`config.mk`:
```
export PLATFORM = sky130hd
export DESIGN_NAME = instr_sequencer_flat
export DESIGN_NICKNAME = d
export VERILOG_FILES = /design/src/rtl/instr_sequencer_if.sv /design/src/rtl/instr_sequencer.sv /design/src/flat_wrapper.sv
export SDC_FILE = /design/constraint.sdc
export NUM_CORES = 1
export LEC_CHECK = 0
export CORE_MARGIN = 5
export CORE_UTILIZATION = 45
export CTS_BUF_LIST = sky130_fd_sc_hd__clkbuf_4 sky130_fd_sc_hd__clkbuf_8
export CTS_CLUSTER_DIAMETER = 200
export DETAILED_ROUTE_END_ITERATION = 6
export GPL_ROUTABILITY_DRIVEN = 0
export PLACE_DENSITY = 0.85
export SYNTH_ARGS = -nofsm -noshare
export SYNTH_HDL_FRONTEND = slang
export SYNTH_SLANG_ARGS = --single-unit
export TNS_END_PERCENT = 5
```
`constraint.sdc`:
```
create_clock -name clk -period 1.42 [get_ports clk]
set_input_delay 0.284 -clock clk [delete_from_list [all_inputs] [get_ports clk]]
set_output_delay 0.284 -clock clk [all_outputs]
set_load 0.03 [all_outputs]
```
`src/rtl/instr_sequencer_if.sv`:
```
// Instruction-fetch handshake between the sequencer (master) and the program ROM (slave).
// The instruction word carries the opcode in its upper OP_W bits and the immediate below it.
interface instr_sequencer_if #(
  parameter int IMM_W = 4,
  parameter int OP_W  = 4
) ();
  logic                    fetch_req;
  logic                    fetch_ack;
  logic [OP_W+IMM_W-1:0]   instr;

  modport master (
    output fetch_req,
    input  fetch_ack,
    input  instr
  );

  modport slave (
    input  fetch_req,
    output fetch_ack,
    output instr
  );
endinterface

```
`src/rtl/instr_sequencer.sv`:
```
// FETCH/DECODE/EXEC/HALT controller for the 4-bit CPU datapath: fetches an instruction,
// decodes it into registered one-cycle control strobes, tracks carry and resolves jumps.
module instr_sequencer #(
  parameter int IMM_W = 4,
  parameter int OP_W  = 4
) (
  input  logic              clk,
  input  logic              n_reset,
  instr_sequencer_if.master fetch,
  input  logic              alu_carry,
  output logic [1:0]        alu_data_sel,
  output logic [IMM_W-1:0]  imm,
  output logic              reg_a_load,
  output logic              reg_b_load,
  output logic              reg_io_load,
  output logic              reg_pc_load,
  output logic              pc_inc,
  output logic              carry_flag,
  output logic              halted
);

  localparam int IW = OP_W + IMM_W;

  localparam logic [1:0] ST_FETCH  = 2'd0;
  localparam logic [1:0] ST_DECODE = 2'd1;
  localparam logic [1:0] ST_EXEC   = 2'd2;
  localparam logic [1:0] ST_HALT   = 2'd3;

  localparam logic [1:0] SEL_A    = 2'b00;
  localparam logic [1:0] SEL_B    = 2'b01;
  localparam logic [1:0] SEL_IN   = 2'b10;
  localparam logic [1:0] SEL_ZERO = 2'b11;

  logic [1:0]       state_reg, state_next;
  logic [IW-1:0]    ir_reg;
  logic             fetch_req_reg;
  logic [1:0]       sel_reg;
  logic [IMM_W-1:0] imm_reg;
  logic             a_load_reg, b_load_reg, io_load_reg, pc_load_reg, pc_inc_reg;
  logic             carry_reg;
  logic             halted_reg;

  logic [3:0]       op4;
  logic             upper_nz;
  logic             fetch_take;

  logic [1:0]       dec_sel;
  logic             dec_a, dec_b, dec_io, dec_pc, dec_inc, dec_halt;

  assign op4 = ir_reg[IMM_W+3:IMM_W];

  // Wider opcode fields only decode when the extra upper bits are all zero.
  generate
    if (OP_W > 4) begin : g_wide_op
      assign upper_nz = |ir_reg[IW-1:IMM_W+4];
    end else begin : g_narrow_op
      assign upper_nz = 1'b0;
    end
  endgenerate

  // The ROM is only listened to once the registered request is actually visible.
  assign fetch_take = (state_reg == ST_FETCH) && fetch_req_reg && fetch.fetch_ack;

  always_comb begin
    dec_sel  = SEL_ZERO;
    dec_a    = 1'b0;
    dec_b    = 1'b0;
    dec_io   = 1'b0;
    dec_pc   = 1'b0;
    dec_halt = 1'b0;
    if (!upper_nz) begin
      case (op4)
        4'b0000: begin dec_sel = SEL_A;    dec_a  = 1'b1; end
        4'b0001: begin dec_sel = SEL_B;    dec_a  = 1'b1; end
        4'b0010: begin dec_sel = SEL_IN;   dec_a  = 1'b1; end
        4'b0011: begin dec_sel = SEL_ZERO; dec_a  = 1'b1; end
        4'b0100: begin dec_sel = SEL_A;    dec_b  = 1'b1; end
        4'b0101: begin dec_sel = SEL_B;    dec_b  = 1'b1; end
        4'b0110: begin dec_sel = SEL_IN;   dec_b  = 1'b1; end
        4'b0111: begin dec_sel = SEL_ZERO; dec_b  = 1'b1; end
        4'b1001: begin dec_sel = SEL_B;    dec_io = 1'b1; end
        4'b1011: begin dec_sel = SEL_ZERO; dec_io = 1'b1; end
        // JNC sees the flag left by the previous instruction's EXEC.
        4'b1110: begin dec_sel = SEL_ZERO; dec_pc = ~carry_reg; end
        4'b1111: begin dec_sel = SEL_ZERO; dec_pc = 1'b1; end
        4'b1000: dec_halt = 1'b1;
        default: dec_sel = SEL_ZERO;
      endcase
    end
    dec_inc = ~dec_pc & ~dec_halt;
  end

  always_comb begin
    state_next = state_reg;
    case (state_reg)
      ST_FETCH:  if (fetch_take) state_next = ST_DECODE;
      ST_DECODE: state_next = dec_halt ? ST_HALT : ST_EXEC;
      ST_EXEC:   state_next = ST_FETCH;
      default:   state_next = ST_HALT;
    endcase
  end

  always_ff @(posedge clk or negedge n_reset) begin
    if (!n_reset) begin
      state_reg     <= ST_FETCH;
      ir_reg        <= '0;
      fetch_req_reg <= 1'b0;
      sel_reg       <= SEL_ZERO;
      imm_reg       <= '0;
      a_load_reg    <= 1'b0;
      b_load_reg    <= 1'b0;
      io_load_reg   <= 1'b0;
      pc_load_reg   <= 1'b0;
      pc_inc_reg    <= 1'b0;
      carry_reg     <= 1'b0;
      halted_reg    <= 1'b0;
    end else begin
      state_reg     <= state_next;
      fetch_req_reg <= (state_next == ST_FETCH);
      halted_reg    <= (state_next == ST_HALT);

      if (fetch_take) begin
        ir_reg <= fetch.instr;
      end

      if (state_reg == ST_DECODE) begin
        sel_reg <= dec_sel;
        imm_reg <= ir_reg[IMM_W-1:0];
      end

      // Strobes are registered on the DECODE->EXEC edge so they live exactly in EXEC.
      a_load_reg  <= (state_reg == ST_DECODE) && dec_a;
      b_load_reg  <= (state_reg == ST_DECODE) && dec_b;
      io_load_reg <= (state_reg == ST_DECODE) && dec_io;
      pc_load_reg <= (state_reg == ST_DECODE) && dec_pc;
      pc_inc_reg  <= (state_reg == ST_DECODE) && dec_inc;

      if (state_reg == ST_EXEC) begin
        carry_reg <= alu_carry;
      end
    end
  end

  assign fetch.fetch_req = fetch_req_reg;
  assign alu_data_sel    = sel_reg;
  assign imm             = imm_reg;
  assign reg_a_load      = a_load_reg;
  assign reg_b_load      = b_load_reg;
  assign reg_io_load     = io_load_reg;
  assign reg_pc_load     = pc_load_reg;
  assign pc_inc          = pc_inc_reg;
  assign carry_flag      = carry_reg;
  assign halted          = halted_reg;

endmodule

```
`src/flat_wrapper.sv`:
```
// flat-port wrapper written by rule: the top's interface ports become plain ports
module instr_sequencer_flat 
#(
  parameter int IMM_W = 4,
  parameter int OP_W  = 4
)
  (clk, n_reset, alu_carry, alu_data_sel, imm, reg_a_load, reg_b_load, reg_io_load, reg_pc_load, pc_inc, carry_flag, halted, fetch_fetch_req, fetch_fetch_ack, fetch_instr);
  instr_sequencer_if #(.IMM_W(IMM_W), .OP_W(OP_W)) fetch_i ();
  input  logic clk;
  input  logic n_reset;
  input  logic alu_carry;
  output logic [1:0] alu_data_sel;
  output logic [IMM_W-1:0] imm;
  output logic reg_a_load;
  output logic reg_b_load;
  output logic reg_io_load;
  output logic reg_pc_load;
  output logic pc_inc;
  output logic carry_flag;
  output logic halted;
  output wire logic [$bits(fetch_i.fetch_req)-1:0] fetch_fetch_req;
  input wire logic [$bits(fetch_i.fetch_ack)-1:0] fetch_fetch_ack;
  input wire logic [$bits(fetch_i.instr)-1:0] fetch_instr;
  assign fetch_fetch_req = fetch_i.fetch_req;
  assign fetch_i.fetch_ack = fetch_fetch_ack;
  assign fetch_i.instr = fetch_instr;
  instr_sequencer #(.IMM_W(IMM_W), .OP_W(OP_W)) u_core (.clk(clk), .n_reset(n_reset), .fetch(fetch_i), .alu_carry(alu_carry), .alu_data_sel(alu_data_sel), .imm(imm), .reg_a_load(reg_a_load), .reg_b_load(reg_b_load), .reg_io_load(reg_io_load), .reg_pc_load(reg_pc_load), .pc_inc(pc_inc), .carry_flag(carry_flag), .halted(halted));
endmodule
```
-- Yosys cells after proc, flatten, opt, wreduce, memory -nomap -nowiden
Index checks and enable logic that the tools add are counted.
- add/subtract/negate cells: 0
- $mul: 0
- divide/modulo/power cells: 0
- order comparisons: 0
- eq/ne operators: 15
- shift-type cells: 0
- muxes and demuxes: 9
- bitwise gates (word level): 4
- reduce and logical (&&, ||, !) cells: 16
- operators with widths (operator ; number):
    $eq 4x4->1 const B ; 5
    $eq 4x3->1 const B ; 4
    $pmux 2 s3 ; 2
    $eq 4x2->1 const B ; 2
    $reduce_or 4->1 ; 2
    $logic_and 1x1->1 ; 7
    $reduce_or 2->1 ; 3
    $mux 1 ; 5
    $eq 2x2->1 const B ; 2
    $eq 4x1->1 const B ; 1
    $logic_not 2->1 ; 2
    $logic_not 4->1 ; 1
    $not 1->1 ; 3
    $reduce_or 3->1 ; 1
    $eq 2x1->1 const B ; 1
    $mux 2 ; 1
    $pmux 1 s2 ; 1
    $and 1x1->1 ; 1
- bits in registers: 24
- bits in latches: 0
- RAM bits: 0
- memory bits (read-only): 0
- output and inout port bits: 14
- logic and storage cells: 56
- memories: 0

-- Logic depth before layout (Yosys ltp)
Gate-level depths: netlist of the first run.
- word-level depth: 6
- mapped depth: 4
- depth with buffers taken out: 3

-- Worst setup path after synthesis of the first run
No wires, ideal clock.
- kind: register -> register
- from: register u_core.fetch_req_reg (netlist: u_core.fetch.fetch_req)
- to: register u_core.ir_reg[0]
- data arrival time: 1289 ps
- data required time: 1295 ps
- path slack: 6 ps
- cell stages (with the launch flop): 4
- path buffers: 0
- clock period less this slack: 1414 ps
- cell sequence: dfrtp_1 nand2_1 nor3_4 mux2_2
- longest elaborated chain between the ends: 2
- ends and longest elaborated chain (item ; line ; text):
    from (decl) ; instr_sequencer.sv:36 ; logic fetch_req_reg;
    from (signal assigned) ; instr_sequencer.sv:119 ; fetch_req_reg <= (state_next == ST_FETCH);
    $logic_and 1x1->1 (2 in series) ; instr_sequencer.sv:62 ; assign fetch_take = (state_reg == ST_FETCH) && fetch_req_reg && fetch.fetch_ack;
    to (signal assigned) ; instr_sequencer.sv:123 ; ir_reg <= fetch.instr;
    to (decl) ; instr_sequencer.sv:35 ; logic [IW-1:0] ir_reg;
Every way passes these cells.
A chain may end at the register's enable or synchronous reset.

-- Worst setup path after layout of the first run
- from: register u_core.b_load_reg (netlist: u_core.reg_b_load)
- to: output port reg_b_load
- RTL lines (item ; line ; text):
    from (decl) ; instr_sequencer.sv:39 ; logic a_load_reg, b_load_reg, io_load_reg, pc_load_reg, pc_inc_reg;
    from (signal assigned) ; instr_sequencer.sv:133 ; b_load_reg <= (state_reg == ST_DECODE) && dec_b;
    to (decl) ; flat_wrapper.sv:15 ; output logic reg_b_load;
No word-level cell between the ends.

==> results_dict.tcl, run 1 <==
set metrics [dict create \
    max_slew_margin_pct 69.77 \
    grt_pass1_vias 599 \
    synthSimpleGateAreaFrac_pct 10.97 \
    antenna_cells 0 \
    netlist_area_um2 912.1 \
    multi_input_area_um2 281.5 \
    yosysWarnings 0 \
    setup_viol 0 \
    netlist_instances 64 \
    hold_violations 0 \
    final.setup_skew_ns 0.01202 \
    fmax_ghz 0.7380 \
    vias_per_cell 4.633 \
    tightest_slew_ns 0.4471 \
    first_pass_iters 4 \
    synth_compound_area_share_pct 3.841 \
    synth_fp_nets 76 \
    yosysSeqAreaShare_pct 66.12 \
    syn_area_per_cell_um2 14.25 \
    cpPeakStageDelay_ns 0.41 \
    yosysTopAreaCellShare_pct 60.36 \
    cts_tree "done" \
    grt_pass1_wl_mm 2.773 \
    path_class "reg2out" \
    synth_top_area_cell "dfrtp_1" \
    cts_buffers 3 \
    grtUsageMet3_pct 3.753 \
    rr_startpoint "u_core.state_reg[0]$_DFF_PN0_" \
    slowest_stage "dlygate4sd2_1" \
    fin_util_pct 64.05 \
    grt-ovfl-total 0 \
    grtUsageMet1_pct 16.06 \
    critPathTopFamily "buffers and inverters" \
    totalWireLength_mm 1.603 \
    end_kind "output pin" \
    rrSetupSlack_ns 0.13 \
    crit_path_cell_trace "dlygate4sd2_1" \
    drtIter0Drc 1 \
    synth_xor_area_share_pct 0 \
    synth_top_family_by_area "multiplexers" \
    grt_usage_pct 13.32 \
    stdcell_count 120 \
    grt_antenna_before_repair 0 \
    final_cell_mix "dfrtp_1 (22), mux2_2 (13), clkdlybuf4s50_1 (11)" \
    largest_reg_flops 8 \
    dpl_worst_slack_ns -0.1575 \
    die-area_um2 3027 \
    pin_count 26 \
    num-fill-cells 162 \
    placementRows 16 \
    met2_usage_pct 21.46 \
    rsz0062_at_grt "no" \
    htree_levels 1 \
    cts_root_buffer "clkbuf_4" \
    min_period_ns 1.355 \
    crit_fanout 1 \
    avgRoutedWirePerCell_um 13.36 \
    dp.cells 116 \
    start_util_pct 46.97 \
    clockBufferDepth 2 \
    area_growth_pct 36.35 \
    post_cts_buffers 0 \
    cp.arrival_ns 1.07 \
    busiest_layer "met2" \
    coreArea_um2 1942 \
    final_common_cell "dfrtp_1" \
    drive_above_1_share_pct 30.11 \
    synth_fa_ha_area_share_pct 0 \
    dpl.hpwl_mm 1.211 \
    startpoint "u_core.reg_b_load$_DFF_PN0_" \
    run_status "completed" \
    ys_types 21 \
    ys_seq_elements 24 \
    maxCapViolCount 0 \
    crit_buf_inv 1 \
    antenna_left 0 \
    p_per_area_nw_per_um2 2338 \
    grt_max_degree 25 \
    slew_viol_final 0 \
    period_share_pct 95.43 \
    start_kind "flip-flop" \
    clk_pin_slew_ns 0.13 \
    total_leakage_power_nw 0.5720 \
    cts.sinks 24 \
    layout_setup_ws_ns 0.06491 \
    ir_drop_mv 1.484 \
    crit_required_ns 1.14 \
    hold_path_class "in2async" \
    final-seq-area_um2 603.1 \
    synth_mux_area_share_pct 16.05 \
    io_buffers 25 \
    synthTopCellsByArea "dfrtp_1 (60%), mux2_2 (16%), dfstp_2 (5.8%)" \
    vias 556 \
    nets 106 \
    drc 0 \
    die_x_um 55.02 \
    die_h_um 55.02 \
    insertion_delay_ns 0.31 \
]
-- cells by family after synthesis --
family | count (synthesis)
compound gates | 6
buf+inv | 5
flops | 24
mux | 13
simple gates | 16
-- what timing repair did --
item,in CTS,in global routing
resized for setup,12,5
endpoints found under the hold margin,0,0
setup endpoints to repair,12,4
hold buffers,0,0
-- report_power, final --
| part | leakage (nW) | internal, W | switching (W) |
|---|---|---|---|
| combinational | 0.250 | 0.000570 | 0.000651 |
| sequential | 0.294 | 0.00100 | 0.000208 |
| clock | 0.0279 | 0.000285 | 0.000192 |
-- per-stage QoR --
stage / hold slack, ns / TNS, ns / power (W) / cell area (µm²)
final: 0.3085 / 0 / 0.002908 / 1244
after global routing: 0.3216 / 0 / 0.003116 / 1244
after CTS: 0.3099 / 0 / 0.002936 / 1244
after detailed placement: 0.4708 / -1.220 / 0.002546 / 1206
after global placement: 0.4680 / -1.134 / 0.002491 / 1206
after floorplan: -0.01159 / 0 / 0.002055 / 912.1
-- synthesized netlist by cell type --
| master | instances |
|---|---|
| mux2_2 | 13 |
| a211oi_1 | 1 |
| a21oi_1 | 2 |
| clkbuf_2 | 1 |
| inv_1 | 2 |
| o21ai_0 | 2 |
| nor3_4 | 1 |
| nand2_1 | 4 |
| nor2b_1 | 1 |
| nor4b_1 | 1 |
| o21a_1 | 1 |
| nor2_1 | 2 |
| nand2b_2 | 1 |
| dfrtp_1 | 22 |
| buf_6 | 1 |
| nor3b_1 | 2 |
| dfstp_2 | 2 |
| nand2b_1 | 1 |
| clkbuf_1 | 1 |
| nor3_1 | 2 |
| or2_2 | 1 |
-- worst paths after layout --
path                       cells past startpoint                                 end
max                                            1                          reg_b_load
min                                            2        u_core.reg_io_load$_DFF_PN0_
max reg2reg                                    3        u_core.ir_reg[3]$_DFFE_PN0P_
min reg2reg                                    2  u_core.alu_data_sel[1]$_DFFE_PN1P_
max in group asynchronous                      2  u_core.alu_data_sel[0]$_DFFE_PN1P_
min in group clk                               2  u_core.alu_data_sel[1]$_DFFE_PN1P_
-- cell type report --
class / count / area share, %
sequential: 24 / 48.49
multi-input combinational: 35 / 22.64
tap: 27 / 2.716
clock buffer: 3 / 1.811
timing repair buffer: 28 / 21.33
inverter: 2 / 0.6036
clock inverter: 1 / 2.414
-- metal layers --
metal / wire (µm) / up-vias / part of all wire [%]
met1: 668 / 266 / 42
met5: 0 / - / 0
li1: - / 274 / -
met2: 833 / 14 / 52
met3: 89 / 2 / 5.6
met4: 12 / 0 / 0.75
No activity file was read; power rests on OpenSTA's default activity.
==> run 2, diff against run 1 <==
--- a/config.mk
+++ b/config.mk
@@ -12,6 +12,7 @@
 export DETAILED_ROUTE_END_ITERATION = 6
 export GPL_ROUTABILITY_DRIVEN = 0
 export PLACE_DENSITY = 0.85
+export SETUP_SLACK_MARGIN = 0.5
 export SYNTH_ARGS = -nofsm -noshare
 export SYNTH_HDL_FRONTEND = slang
 export SYNTH_SLANG_ARGS = --single-unit
==> constraint.sdc (replaced) <==
create_clock -name clk -period 1.42 [get_ports clk]
set_input_delay 0.284 -clock clk [delete_from_list [all_inputs] [get_ports clk]]
set_output_delay 0.284 -clock clk [all_outputs]
set_load 0.1 [all_outputs]
==> run 2 against run 1 <==
  * Core utilization rose by 7.3 points
  * Flip-flop and latch count did not move
  * Sequential share of layout area fell by 4.6 points
  * Final area rose by 11%
  * Global-route usage barely moved
  * Fmax rose by 1.8%
  * Worst hold slack improved by 0.0050 ns
  * Wire length rose by 3.1%
  * Clock-buffer cell count rose by 1
  * Clock skew fell by 0.0022 ns
  * Critical path depth did not move
  * Highest routed layer is now met3
==> results_dict.tcl, run 2 (same netlist as run 1, synthesis figures left out) <==
set metrics [dict create \
    run_status "completed" \
    pin_count 26 \
    die-area_um2 3027 \
    antenna_cells 0 \
    dpl.hpwl_mm 1.278 \
    min_period_ns 1.331 \
    cts_tree "done" \
    postCtsHoldBufs 0 \
    grt_pass1_wl_mm 2.794 \
    tightest_slew_ns 0.4118 \
    cts_root_buffer "clkbuf_4" \
    cts.sinks 24 \
    dpl_worst_slack_ns -0.1585 \
    htree_levels 1 \
    ff2ff_path_depth 3 \
    cts_buffers 3 \
    rr_startpoint "u_core.state_reg[0]$_DFF_PN0_" \
    drive_above_1_share_pct 44.09 \
    vias 586 \
    largest_reg_flops 8 \
    grt_max_degree 25 \
    fmax_ghz 0.7512 \
    critPathTopFamily "flip-flops" \
    drc 0 \
    start_kind "flip-flop" \
    slowest_stage "dfstp_2" \
    hold_violations 0 \
    coreArea_um2 1942 \
    max_slew_margin_pct 72.16 \
    end_kind "output pin" \
    die_h_um 55.02 \
    crit_cells 1 \
    vias_per_cell 4.883 \
    grt_usage_pct 13.30 \
    hold_path_class "in2async" \
    area_growth_pct 51.99 \
    crit_path_cell_trace "buf_12" \
    rrSetupSlack_ns 0.14 \
    totalWireLength_mm 1.652 \
    die_x_um 55.02 \
    grt_antenna_before_repair 0 \
    start_util_pct 46.97 \
    cpPeakStageDelay_ns 0.58 \
    insertion_delay_ns 0.30 \
    cp.arrival_ns 1.05 \
    rsz0062_at_grt "yes" \
    first_pass_iters 3 \
    drtIter0Drc 2 \
    path_class "reg2out" \
    crit_required_ns 1.14 \
    layout_setup_ws_ns 0.08883 \
    avgRoutedWirePerCell_um 13.77 \
    io_buffers 25 \
    fin_util_pct 71.39 \
    final.setup_skew_ns 0.009868 \
    final.setup.tns_ns 0 \
    clk_pin_slew_ns 0.12 \
    maxCapViolCount 0 \
    r2r-end "u_core.ir_reg[7]$_DFFE_PN0P_" \
    final_cell_mix "dfrtp_1 (20), buf_12 (15), mux2_2 (13)" \
    antenna_left 0 \
    setup_viol 0 \
    grt_pass1_vias 621 \
    clockBufferDepth 2 \
    placementRows 16 \
    nets 106 \
    grt-ovfl-total 0 \
    final_common_cell "dfrtp_1" \
    slew_viol_final 0 \
    period_share_pct 93.74 \
    crit_fanout 2 \
    crit_buf_inv 1 \
]
run 2: worst max path at each step:
stage | from | to | slack [ns]
finish | u_core.alu_data_sel[0]$_DFFE_PN1P_ | alu_data_sel[0] | 0.09
CTS | u_core.alu_data_sel[0]$_DFFE_PN1P_ | alu_data_sel[0] | 0.08
floorplan | u_core.fetch.fetch_req$_DFF_PN0_ | u_core.ir_reg[0]$_DFFE_PN0P_ | -0.10
global placement | fetch_fetch_ack | u_core.ir_reg[1]$_DFFE_PN0P_ | -0.14
global route | u_core.alu_data_sel[1]$_DFFE_PN1P_ | alu_data_sel[1] | 0.05
detailed placement | fetch_fetch_ack | u_core.ir_reg[5]$_DFFE_PN0P_ | -0.16
run 2: layout make-up:
class	count	area (µm²)
Sequential cell	24	608.1
Fill cell	142	555.5
Timing Repair Buffer	28	425.4
Multi-Input combinational cell	35	281.5
Tap cell	27	33.78
Clock buffer	4	30.03
Inverter	2	7.507
run 2: timing repair:
action / CTS / global route
gates cloned: 0 / 0
resized for setup: 0 / 1
setup buffers: 1 / 0
endpoints found under the setup margin: 37 / 37
run 2: stage by stage:
step,cell area (µm²),hold WS (ns),cells
6_report,1386,0.3134,120
5_1_grt,1386,0.3180,120
4_1_cts,1385,0.3191,120
3_5_place_dp,1348,0.4951,115
3_3_place_gp,1348,0.4864,115
2_1_floorplan,915.9,-0.01159,64
run 2: routing by layer:
layer / vias up / share of wire [%] / global-route usage [%]
met5: - / 0 / 0
met4: 0 / 0 / 6.478
met3: 0 / 4.5 / 2.949
met2: 16 / 57 / 22.83
met1: 295 / 39 / 15.63
li1: 275 / - / -
Power of run 2 is not shown: default switching activity piles up to over one toggle a cycle in this logic, so the estimate is an artifact.
==> run 3, diff against run 2 <==
--- a/config.mk
+++ b/config.mk
@@ -6,12 +6,12 @@
 export NUM_CORES = 1
 export LEC_CHECK = 0
 export CORE_MARGIN = 5
-export CORE_UTILIZATION = 45
+export CORE_UTILIZATION = 30
 export CTS_BUF_LIST = sky130_fd_sc_hd__clkbuf_4 sky130_fd_sc_hd__clkbuf_8
 export CTS_CLUSTER_DIAMETER = 200
 export DETAILED_ROUTE_END_ITERATION = 6
 export GPL_ROUTABILITY_DRIVEN = 0
-export PLACE_DENSITY = 0.85
+export PLACE_DENSITY = 0.64
 export SETUP_SLACK_MARGIN = 0.5
 export SYNTH_ARGS = -nofsm -noshare
 export SYNTH_HDL_FRONTEND = slang
==> run 3 against run 2 <==
  * Clock-buffer cell count did not move
  * Die area rose by 40%
  * Via count decreased by 1.9%
  * Critical path type unchanged
  * Largest cell class unchanged
  * Highest routed layer is now met4
==> results_dict.tcl, run 3 (same netlist as run 1, synthesis figures left out) <==
set metrics [dict create \
    drtIter0Drc 3 \
    die_x_um 65.14 \
    die-area_um2 4243 \
    grt_pass1_wl_mm 2.877 \
    final_cell_mix "dfrtp_1 (20), buf_12 (15), mux2_2 (13)" \
    vias 575 \
    nets 106 \
    grt-ovfl-total 0 \
    die_h_um 65.14 \
    avgRoutedWirePerCell_um 12.87 \
    path_class "reg2out" \
    setup_viol 0 \
    fmax_ghz 0.7531 \
    grt_usage_pct 8.789 \
    postCtsHoldBufs 0 \
    slew_viol_final 0 \
    antenna_cells 0 \
    insertion_delay_ns 0.30 \
    critPathTopFamily "flip-flops" \
    totalWireLength_mm 1.621 \
    clockBufferDepth 2 \
    cts_tree "done" \
    drc 0 \
    dp.cells 122 \
    pin_count 26 \
    area_growth_pct 52.81 \
    cpPeakStageDelay_ns 0.57 \
    final_common_cell "dfrtp_1" \
    first_pass_iters 4 \
    crit_path_cell_trace "buf_12" \
    placementRows 20 \
    tightest_slew_ns 0.4685 \
    grt_pass1_vias 650 \
    grt_antenna_before_repair 0 \
    crit_fanout 2 \
    rsz0062_at_grt "yes" \
    start_util_pct 30.63 \
    cts_root_buffer "clkbuf_4" \
    htree_levels 1 \
    cts_buffers 3 \
    dpl.hpwl_mm 1.221 \
    antenna_left 0 \
    slowest_stage "dfstp_2" \
    vias_per_cell 4.563 \
    hold_path_class "in2async" \
    timing.hold.ws_ns 0.3291 \
    drive_above_1_share_pct 44.09 \
    io_buffers 25 \
    crit_buf_inv 1 \
    stdcell_count 126 \
    run_status "completed" \
    max_slew_margin_pct 68.33 \
    min_period_ns 1.328 \
    num-fill-cells 277 \
    coreArea_um2 2978 \
    cp.arrival_ns 1.04 \
    crit_required_ns 1.14 \
    largest_reg_flops 8 \
    end_kind "output pin" \
    period_share_pct 93.51 \
    maxCapViolCount 0 \
    grt_max_degree 25 \
    fin_util_pct 46.81 \
    final.setup_skew_ns 0.004823 \
    clk_pin_slew_ns 0.12 \
    start_kind "flip-flop" \
    cts.sinks 24 \
    hold_violations 0 \
]
[run 3: layer usage]
layer  share of wire [%]  track usage [%]
met5                   0                0
met4                 1.5            3.886
met3                 3.3            1.197
met2                  52            15.07
met1                  43            11.03
[run 3: repair_timing]
item	in CTS	in global routing
endpoints found under the setup margin	37	37
hold endpoints to repair	0	0
pin swaps	0	0
buffers inserted	0	0
gates resized for setup	0	1
[run 3: metrics by stage]
| step | instance area [µm²] | setup TNS, ns | setup WS, ns |
|---|---|---|---|
| final | 1394 | 0 | 0.09223 |
| after global routing | 1394 | 0 | 0.05399 |
| after CTS | 1393 | 0 | 0.07547 |
| after detailed placement | 1363 | -1.311 | -0.1731 |
| after global placement | 1363 | -1.204 | -0.1520 |
| after floorplan | 915.9 | -0.8153 | -0.1019 |
[run 3: cell type report]
type                    instances  area (µm²)  share of cell area, %
multi-input cells              35       281.5                  20.20
flip-flops and latches         24       608.1                  43.63
well taps                      33       41.29                  2.962
clock buffers                   4       30.03                  2.154
inverters                       2       7.507                 0.5386
repair buffers                 28       425.4                  30.52
[run 3: path summary, 6_finish.rpt]
| check | start | to | slack, ns | depth (start not counted) |
|---|---|---|---|---|
| max in group asynchronous | n_reset | u_core.alu_data_sel[0]$_DFFE_PN1P_ | 0.81 | 2 |
| min | n_reset | u_core.state_reg[1]$_DFF_PN0_ | 0.33 | 2 |
| min in group clk | u_core.alu_data_sel[1]$_DFFE_PN1P_ | u_core.alu_data_sel[1]$_DFFE_PN1P_ | 0.51 | 2 |
| max | u_core.alu_data_sel[0]$_DFFE_PN1P_ | alu_data_sel[0] | 0.09 | 1 |
| min reg2reg | u_core.alu_data_sel[1]$_DFFE_PN1P_ | u_core.alu_data_sel[1]$_DFFE_PN1P_ | 0.51 | 2 |
| max reg2reg | u_core.state_reg[0]$_DFF_PN0_ | u_core.ir_reg[6]$_DFFE_PN0P_ | 0.14 | 3 |
Power of run 3 is left out for the same reason.
